File: src/rtl/jc_block_nested_pkg.sv
// Shared opcode and flag definitions for the jump-control unit.
package jc_pkg;

  // Decode opcodes understood by the jump-control unit
  localparam logic [5:0] OP_JZ  = 6'h10;
  localparam logic [5:0] OP_JNZ = 6'h11;
  localparam logic [5:0] OP_JC  = 6'h12;
  localparam logic [5:0] OP_JNC = 6'h13;
  localparam logic [5:0] OP_JMP = 6'h18;
  localparam logic [5:0] OP_RET = 6'h1E;

  // Bit positions inside flag_ex / flag_restore
  localparam int FLAG_Z = 0;
  localparam int FLAG_C = 1;

endpackage

File: src/rtl/jc_block_nested_if.sv
// Decode-stage bus of the jump-control unit.
// There is no valid/ready handshake: every clock is one decode slot. The
// inputs describe the instruction in decode for that cycle, and the outputs
// are combinational from those inputs plus registered state, so the PC mux
// sees the result in the same cycle. The dbg_* signals expose internal state.
interface jc_block_nested_if #(
  parameter int ADDR_W      = 16,
  parameter int FLAG_W      = 2,
  parameter int N_IRQ       = 4,
  parameter int STACK_DEPTH = 4
);
  localparam int CNT_W = $clog2(STACK_DEPTH + 1);

  logic [ADDR_W-1:0] jmp_address_pm;
  logic [ADDR_W-1:0] current_address;
  logic [5:0]        op;
  logic [FLAG_W-1:0] flag_ex;
  logic [N_IRQ-1:0]  irq;
  logic [N_IRQ-1:0]  irq_mask;

  logic [ADDR_W-1:0] jmp_loc;
  logic              pc_mux_sel;
  logic [FLAG_W-1:0] flag_restore;
  logic              flag_restore_en;
  logic [N_IRQ-1:0]  irq_ack;
  logic              stack_err;

  logic [N_IRQ-1:0]  dbg_pending;
  logic [N_IRQ-1:0]  dbg_in_service;
  logic [CNT_W-1:0]  dbg_depth;

  modport master (
    output jmp_address_pm, current_address, op, flag_ex, irq, irq_mask,
    input  jmp_loc, pc_mux_sel, flag_restore, flag_restore_en, irq_ack, stack_err,
    input  dbg_pending, dbg_in_service, dbg_depth
  );

  modport slave (
    input  jmp_address_pm, current_address, op, flag_ex, irq, irq_mask,
    output jmp_loc, pc_mux_sel, flag_restore, flag_restore_en, irq_ack, stack_err,
    output dbg_pending, dbg_in_service, dbg_depth
  );
endinterface

File: src/rtl/jc_block_nested_ret_stack.sv
// Return stack: LIFO of {return address, flags} frames for nested interrupts.
// Reset only clears the occupancy count; stale entries are unreachable.
module jc_ret_stack #(
  parameter int W     = 18,
  parameter int DEPTH = 4
) (
  input  logic                         clk,
  input  logic                         rst_n,
  input  logic                         push_i,
  input  logic                         pop_i,
  input  logic [W-1:0]                 wdata_i,
  output logic [W-1:0]                 top_o,
  output logic                         full_o,
  output logic                         empty_o,
  output logic [$clog2(DEPTH+1)-1:0]   count_o
);
  localparam int CNT_W = $clog2(DEPTH + 1);
  localparam int PTR_W = (DEPTH > 1) ? $clog2(DEPTH) : 1;

  logic [W-1:0]     mem_q [DEPTH];
  logic [W-1:0]     mem_d [DEPTH];
  logic [CNT_W-1:0] count_q, count_d;
  logic [PTR_W-1:0] wr_ptr, rd_ptr;

  assign wr_ptr  = PTR_W'(count_q);
  assign rd_ptr  = PTR_W'(count_q - CNT_W'(1));
  assign full_o  = (count_q == CNT_W'(DEPTH));
  assign empty_o = (count_q == '0);
  assign top_o   = mem_q[rd_ptr];
  assign count_o = count_q;

  // Next occupancy and storage contents; push and pop are never requested together
  always_comb begin
    mem_d   = mem_q;
    count_d = count_q;
    if (push_i && !full_o) begin
      mem_d[wr_ptr] = wdata_i;
      count_d       = count_q + CNT_W'(1);
    end else if (pop_i && !empty_o) begin
      count_d       = count_q - CNT_W'(1);
    end
  end

  // Occupancy register, cleared asynchronously
  always_ff @(posedge clk or negedge rst_n) begin
    if (!rst_n) count_q <= '0;
    else        count_q <= count_d;
  end

  // Frame storage, no reset needed
  always_ff @(posedge clk) begin
    mem_q <= mem_d;
  end
endmodule

File: src/rtl/jc_block_nested.sv
// Jump-control unit: decodes jumps/branches/returns and prioritised interrupts
// and drives the PC mux. Nested interrupts save {address, flags} on a stack.
module jc_block_nested
  import jc_pkg::*;
#(
  parameter int          ADDR_W      = 16,
  parameter int          FLAG_W      = 2,
  parameter int          N_IRQ       = 4,
  parameter int          STACK_DEPTH = 4,
  parameter int unsigned VEC_BASE    = 32'hF000,
  parameter int unsigned VEC_STRIDE  = 32'h0004
) (
  input  logic             clk,
  input  logic             reset,
  jc_block_nested_if.slave bus
);
  localparam int ENTRY_W = ADDR_W + FLAG_W;
  localparam int CNT_W   = $clog2(STACK_DEPTH + 1);

  logic [N_IRQ-1:0]   irq_prev_q, irq_prev_d;
  logic [N_IRQ-1:0]   pending_q, pending_d;
  logic [N_IRQ-1:0]   in_service_q, in_service_d;
  logic [N_IRQ-1:0]   pend_now, allow, eligible, take_oh, isvc_low_oh;
  logic               take;
  logic [ADDR_W-1:0]  vec_loc;
  logic               push, pop;
  logic [ENTRY_W-1:0] top_entry;
  logic               full, empty;
  logic [CNT_W-1:0]   depth;

  // A rising edge this cycle counts as pending immediately so it can be taken now
  assign pend_now = pending_q | (bus.irq & ~irq_prev_q);

  // Channel i may preempt only if no channel at index <= i is in service
  always_comb begin
    logic blocked;
    blocked = 1'b0;
    allow   = '0;
    for (int i = 0; i < N_IRQ; i++) begin
      blocked  = blocked | in_service_q[i];
      allow[i] = ~blocked;
    end
  end

  assign eligible = pend_now & ~bus.irq_mask & allow;
  assign take     = (|eligible) & ~full;

  // Lowest eligible index wins; vector address wraps at ADDR_W bits
  always_comb begin
    take_oh = '0;
    vec_loc = '0;
    for (int i = N_IRQ - 1; i >= 0; i--) begin
      if (eligible[i]) begin
        take_oh    = '0;
        take_oh[i] = 1'b1;
        vec_loc    = ADDR_W'(VEC_BASE + 32'(i) * VEC_STRIDE);
      end
    end
  end

  // Highest-priority in-service channel, the one a RET retires
  always_comb begin
    isvc_low_oh = '0;
    for (int i = N_IRQ - 1; i >= 0; i--) begin
      if (in_service_q[i]) begin
        isvc_low_oh    = '0;
        isvc_low_oh[i] = 1'b1;
      end
    end
  end

  // Output decode: a taken interrupt overrides whatever op is in decode
  always_comb begin
    bus.pc_mux_sel      = 1'b0;
    bus.jmp_loc         = '0;
    bus.flag_restore    = '0;
    bus.flag_restore_en = 1'b0;
    bus.irq_ack         = '0;
    bus.stack_err       = 1'b0;
    push                = 1'b0;
    pop                 = 1'b0;
    if (take) begin
      bus.pc_mux_sel = 1'b1;
      bus.jmp_loc    = vec_loc;
      bus.irq_ack    = take_oh;
      push           = 1'b1;
    end else begin
      case (bus.op)
        OP_JMP: begin
          bus.pc_mux_sel = 1'b1;
          bus.jmp_loc    = bus.jmp_address_pm;
        end
        OP_JZ: begin
          bus.pc_mux_sel = bus.flag_ex[FLAG_Z];
          bus.jmp_loc    = bus.jmp_address_pm;
        end
        OP_JNZ: begin
          bus.pc_mux_sel = ~bus.flag_ex[FLAG_Z];
          bus.jmp_loc    = bus.jmp_address_pm;
        end
        OP_JC: begin
          bus.pc_mux_sel = bus.flag_ex[FLAG_C];
          bus.jmp_loc    = bus.jmp_address_pm;
        end
        OP_JNC: begin
          bus.pc_mux_sel = ~bus.flag_ex[FLAG_C];
          bus.jmp_loc    = bus.jmp_address_pm;
        end
        OP_RET: begin
          if (!empty) begin
            bus.pc_mux_sel      = 1'b1;
            bus.jmp_loc         = top_entry[ENTRY_W-1:FLAG_W];
            bus.flag_restore    = top_entry[FLAG_W-1:0];
            bus.flag_restore_en = 1'b1;
            pop                 = 1'b1;
          end else begin
            bus.stack_err       = 1'b1;
          end
        end
        default: ;
      endcase
    end
  end

  // Next pending / in-service / edge-detect state
  always_comb begin
    irq_prev_d   = bus.irq;
    pending_d    = pend_now & ~(take ? take_oh : '0);
    in_service_d = in_service_q;
    if (take)     in_service_d = in_service_q | take_oh;
    else if (pop) in_service_d = in_service_q & ~isvc_low_oh;
  end

  // Interrupt bookkeeping registers, cleared asynchronously
  always_ff @(posedge clk or negedge reset) begin
    if (!reset) begin
      irq_prev_q   <= '0;
      pending_q    <= '0;
      in_service_q <= '0;
    end else begin
      irq_prev_q   <= irq_prev_d;
      pending_q    <= pending_d;
      in_service_q <= in_service_d;
    end
  end

  jc_ret_stack #(
    .W     (ENTRY_W),
    .DEPTH (STACK_DEPTH)
  ) u_stack (
    .clk     (clk),
    .rst_n   (reset),
    .push_i  (push),
    .pop_i   (pop),
    .wdata_i ({bus.current_address, bus.flag_ex}),
    .top_o   (top_entry),
    .full_o  (full),
    .empty_o (empty),
    .count_o (depth)
  );

  assign bus.dbg_pending    = pending_q;
  assign bus.dbg_in_service = in_service_q;
  assign bus.dbg_depth      = depth;
endmodule
File: src/flat_wrapper.sv
// flat-port wrapper written by rule: the top's interface ports become plain ports
module jc_block_nested_flat import jc_pkg::*;
#(
  parameter int          ADDR_W      = 16,
  parameter int          FLAG_W      = 2,
  parameter int          N_IRQ       = 4,
  parameter int          STACK_DEPTH = 4,
  parameter int unsigned VEC_BASE    = 32'hF000,
  parameter int unsigned VEC_STRIDE  = 32'h0004
)
  (clk, reset, bus_jmp_address_pm, bus_current_address, bus_op, bus_flag_ex, bus_irq, bus_irq_mask, bus_jmp_loc, bus_pc_mux_sel, bus_flag_restore, bus_flag_restore_en, bus_irq_ack, bus_stack_err, bus_dbg_pending, bus_dbg_in_service, bus_dbg_depth);
  jc_block_nested_if #(.ADDR_W(ADDR_W), .FLAG_W(FLAG_W), .N_IRQ(N_IRQ), .STACK_DEPTH(STACK_DEPTH)) bus_i ();
  input  logic clk;
  input  logic reset;
  input wire logic [$bits(bus_i.jmp_address_pm)-1:0] bus_jmp_address_pm;
  input wire logic [$bits(bus_i.current_address)-1:0] bus_current_address;
  input wire logic [$bits(bus_i.op)-1:0] bus_op;
  input wire logic [$bits(bus_i.flag_ex)-1:0] bus_flag_ex;
  input wire logic [$bits(bus_i.irq)-1:0] bus_irq;
  input wire logic [$bits(bus_i.irq_mask)-1:0] bus_irq_mask;
  output wire logic [$bits(bus_i.jmp_loc)-1:0] bus_jmp_loc;
  output wire logic [$bits(bus_i.pc_mux_sel)-1:0] bus_pc_mux_sel;
  output wire logic [$bits(bus_i.flag_restore)-1:0] bus_flag_restore;
  output wire logic [$bits(bus_i.flag_restore_en)-1:0] bus_flag_restore_en;
  output wire logic [$bits(bus_i.irq_ack)-1:0] bus_irq_ack;
  output wire logic [$bits(bus_i.stack_err)-1:0] bus_stack_err;
  output wire logic [$bits(bus_i.dbg_pending)-1:0] bus_dbg_pending;
  output wire logic [$bits(bus_i.dbg_in_service)-1:0] bus_dbg_in_service;
  output wire logic [$bits(bus_i.dbg_depth)-1:0] bus_dbg_depth;
  assign bus_i.jmp_address_pm = bus_jmp_address_pm;
  assign bus_i.current_address = bus_current_address;
  assign bus_i.op = bus_op;
  assign bus_i.flag_ex = bus_flag_ex;
  assign bus_i.irq = bus_irq;
  assign bus_i.irq_mask = bus_irq_mask;
  assign bus_jmp_loc = bus_i.jmp_loc;
  assign bus_pc_mux_sel = bus_i.pc_mux_sel;
  assign bus_flag_restore = bus_i.flag_restore;
  assign bus_flag_restore_en = bus_i.flag_restore_en;
  assign bus_irq_ack = bus_i.irq_ack;
  assign bus_stack_err = bus_i.stack_err;
  assign bus_dbg_pending = bus_i.dbg_pending;
  assign bus_dbg_in_service = bus_i.dbg_in_service;
  assign bus_dbg_depth = bus_i.dbg_depth;
  jc_block_nested #(.ADDR_W(ADDR_W), .FLAG_W(FLAG_W), .N_IRQ(N_IRQ), .STACK_DEPTH(STACK_DEPTH), .VEC_BASE(VEC_BASE), .VEC_STRIDE(VEC_STRIDE)) u_core (.clk(clk), .reset(reset), .bus(bus_i));
endmodule
File: config.mk
export PLATFORM = sky130hd
export DESIGN_NAME = jc_block_nested_flat
export DESIGN_NICKNAME = d
export VERILOG_FILES = /design/src/rtl/jc_block_nested_pkg.sv /design/src/rtl/jc_block_nested_if.sv /design/src/rtl/jc_block_nested_ret_stack.sv /design/src/rtl/jc_block_nested.sv /design/src/flat_wrapper.sv
export SDC_FILE = /design/constraint.sdc
export NUM_CORES = 1
export LEC_CHECK = 0
export BUFFER_PORTS_ARGS = -buffer_cell sky130_fd_sc_hd__buf_2
export CELL_PAD_IN_SITES_DETAIL_PLACEMENT = 1
export CELL_PAD_IN_SITES_GLOBAL_PLACEMENT = 1
export CORE_AREA = 2 2 92 94
export DETAILED_ROUTE_END_ITERATION = 8
export DIE_AREA = 0 0 94 96
export GPL_ROUTABILITY_DRIVEN = 0
export HOLD_SLACK_MARGIN = 0.05
export PLACE_DENSITY_LB_ADDON = 0.1
export SLEW_MARGIN = 10
export SYNTH_ARGS = -nofsm -noshare
export SYNTH_HDL_FRONTEND = slang
export SYNTH_SLANG_ARGS = --single-unit
File: constraint.sdc
create_clock -name clk -period 5.5 [get_ports clk]
set_input_delay 0.55 -clock clk [delete_from_list [all_inputs] [get_ports clk]]
set_output_delay 0.55 -clock clk [all_outputs]
set_load 0.01 [all_outputs]
==> results_dict.tcl <==
set metrics [dict create \
    wl_um 8052 \
    maxCapViolCount 0 \
    total_power_uw 1939 \
    synth-main-ff-cell "edfxtp_1" \
    dr.pass1.iters 4 \
    yosysSeqAreaShare_pct 67.80 \
    synth_edf_count 72 \
    viasPerCell 5.457 \
    die_w_um 94 \
    floorplan.io_pins 86 \
    r2r_slack_ns 2.66 \
    track_usage_pct 18.92 \
    cts_setup_buffers 0 \
    grt_pass1_wl_um 12370 \
    drc 0 \
    path_class "reg -> out" \
    outcome "finished, final reports clean" \
    ctsResizeCount 0 \
    rsz0062_at_grt "no" \
    crit_required_ns 4.95 \
    clk_pin_slew_ns 0.09 \
    synth_top_area_share_pct 57.77 \
    synth.most_common_cell "edfxtp_1" \
    clk_latency_ns 0.36 \
    cp_top_family "adder cells" \
    slew_headroom_pct 24.53 \
    synthArstFlopShare_pct 17.24 \
    num_rows 33 \
    initial_core_util_pct 46.48 \
    peakVddDrop_mv 0.2034 \
    grt_overflow 0 \
    port_buffers 85 \
    r2r_start "u_core.bus.dbg_in_service[0]$_DFFE_PN0P_" \
    yosysWarnings 0 \
    drt_iter0_drc 84 \
    grt_max_degree 25 \
    antenna_left 0 \
    cts.sinks 87 \
    n_antenna_cell 0 \
    ys_seq_elements 87 \
    nFillCells 796 \
    slowest_delay_ns 0.92 \
    syn_area_per_cell_um2 16.71 \
    ff2ff_path_depth 5 \
    cp-end-kind "primary output" \
    hpwl_um 5486 \
    hold_viol 0 \
    htreeDepth 3 \
    power_leakage_uw 0.001764 \
    cts_buffers 9 \
    die_y_um 96 \
    finalCritPeriodShare_pct 59.85 \
    antenna_found_initial 0 \
    netlist_instances 224 \
    power_density_mw_per_mm2 432.4 \
    setup_viol 0 \
    r2r-end "u_core.u_stack.mem_q[25]$_DFFE_PP_" \
    cp_num_buf_inv 2 \
    cp_slowest_cell "ha_1" \
    instances_no_fill 420 \
    drive_gt1_share_pct 41.59 \
    synth_cell_types 43 \
    cts_max_path_buffers 2 \
    fin_skew_ns 0.01119 \
    syn_to_final_growth_pct 19.86 \
    hold_ws_ns 0.09424 \
    critPathLaunchType "register" \
    nets 365 \
    worstPathMaxFanout 20 \
    final.setup.tns_ns 0 \
    via_count 2292 \
    die_area_mm2 0.009024 \
    synth_nets 279 \
    root_buffer "clkbuf_8" \
    slew_violations 0 \
    crit_chain "inv_1 > ha_1 > mux4_2 > a221o_1 > buf_2" \
    min-delay-path-class "in -> async" \
    core_area_mm2 0.008051 \
    post_drt_wl_per_cell_um 19.17 \
    worst_slew_pin_slew_ns 1.130 \
    cts_tree "yes" \
    synth_top_area_cell "edfxtp_1" \
    fin_crit_ns 3.292 \
    synth_area_mm2 0.003742 \
    dp.cells 404 \
    ys_top_cells_by_area "edfxtp_1 58%, mux4_2 11%, dfrtp_1 10%" \
    cts_hold_buf 0 \
    grt_pass1_vias 2312 \
    cp.arrival_ns 2.74 \
    yosys-top-cells-count "72 x edfxtp_1, 21 x nor2_1, 18 x mux4_2" \
    clock.fmax_mhz 303.8 \
]
==> how the worst max path moves through the flow <==
stage                                               start                                  to  slack [ns]  depth (start not counted)
floorplan           u_core.u_stack.count_o[0]$_DFFE_PN0P_                     bus_jmp_loc[14]        2.75                          6
global route        u_core.u_stack.count_o[1]$_DFFE_PN0P_                      bus_jmp_loc[3]        2.06                          6
global placement                               bus_irq[0]   u_core.u_stack.mem_q[7]$_DFFE_PP_        2.54                          5
CTS                 u_core.u_stack.count_o[1]$_DFFE_PN0P_                     bus_jmp_loc[14]        2.17                          5
finish              u_core.u_stack.count_o[1]$_DFFE_PN0P_                     bus_jmp_loc[14]        2.21                          5
detailed placement                             bus_irq[2]  u_core.u_stack.mem_q[15]$_DFFE_PP_        2.45                          6
==> state kept, by name (all words and copies together), names as in the netlist <==
| register | count |
|---|---|
| u_core.irq_prev_q | 4 |
| u_core.bus.dbg_pending | 4 |
| u_core.bus.dbg_in_service | 4 |
| u_core.u_stack.count_o | 3 |
| u_core.u_stack.mem_q | 72 |
==> power by group <==
group	total [µW]	internal (µW)	switching (µW)
Sequential	834	792	42.8
Combinational	609	294	315
Clock	496	259	237
Total	1940	1340	594
==> per-stage QoR <==
step / setup slack [ns] / instance area (µm²) / util, %
after global placement: 2.541 / 4265 / 52.98
after floorplan: 2.751 / 3742 / -
after global routing: 2.058 / 4486 / 55.71
after detailed placement: 2.453 / 4265 / 52.98
final: 2.208 / 4486 / 55.71
after CTS: 2.169 / 4486 / 55.71
==> placed cells by master (no fill, tap or decap), types with 2 or more instances in the layout <==
cell type and n:
nor2b_1 2, bufinv_16 2, clkbuf_8 9, dfrtp_1 15
clkinvlp_4 2, a22oi_1 11, mux2i_1 3, inv_6 2
a21oi_1 9, ha_1 5, o31ai_1 2, buf_2 85
inv_1 7, mux4_2 18, nand2b_1 2, and2_1 8
a221o_1 4, nor2_1 20, edfxtp_1 72, o21a_1 2
o21ai_2 2, nand2_1 2, nor3_2 2, o21ai_0 5
==> area by class of cell <==
cell class | instances | area, µm² | area share (%)
sequential | 87 | 2537 | 56.57
multi-input combinational | 118 | 1134 | 25.27
timing repair buffer | 86 | 432.9 | 9.651
tap | 105 | 131.4 | 2.929
clock buffer | 10 | 127.6 | 2.845
clock inverter | 6 | 92.59 | 2.064
inverter | 8 | 30.03 | 0.6695
==> kinds of logic (layout without fill, tap and decap cells) <==
kind of cell,count (synthesis),in the layout,share of synthesized area (%)
flops,87,87,67.80
simple gates,47,47,7.155
compound gates,43,43,8.827
mux,22,22,11.94
buf+inv,19,110,2.374
fa+ha+maj,5,5,1.672
xor+xnor,1,1,0.2341
==> per-layer routing <==
layer	routed length, µm	GRT usage, %
met5	0	0
met4	97	6.884
met3	445	3.681
met2	4021	31.61
met1	3487	24.91
Power figures use the tool's default switching activity.
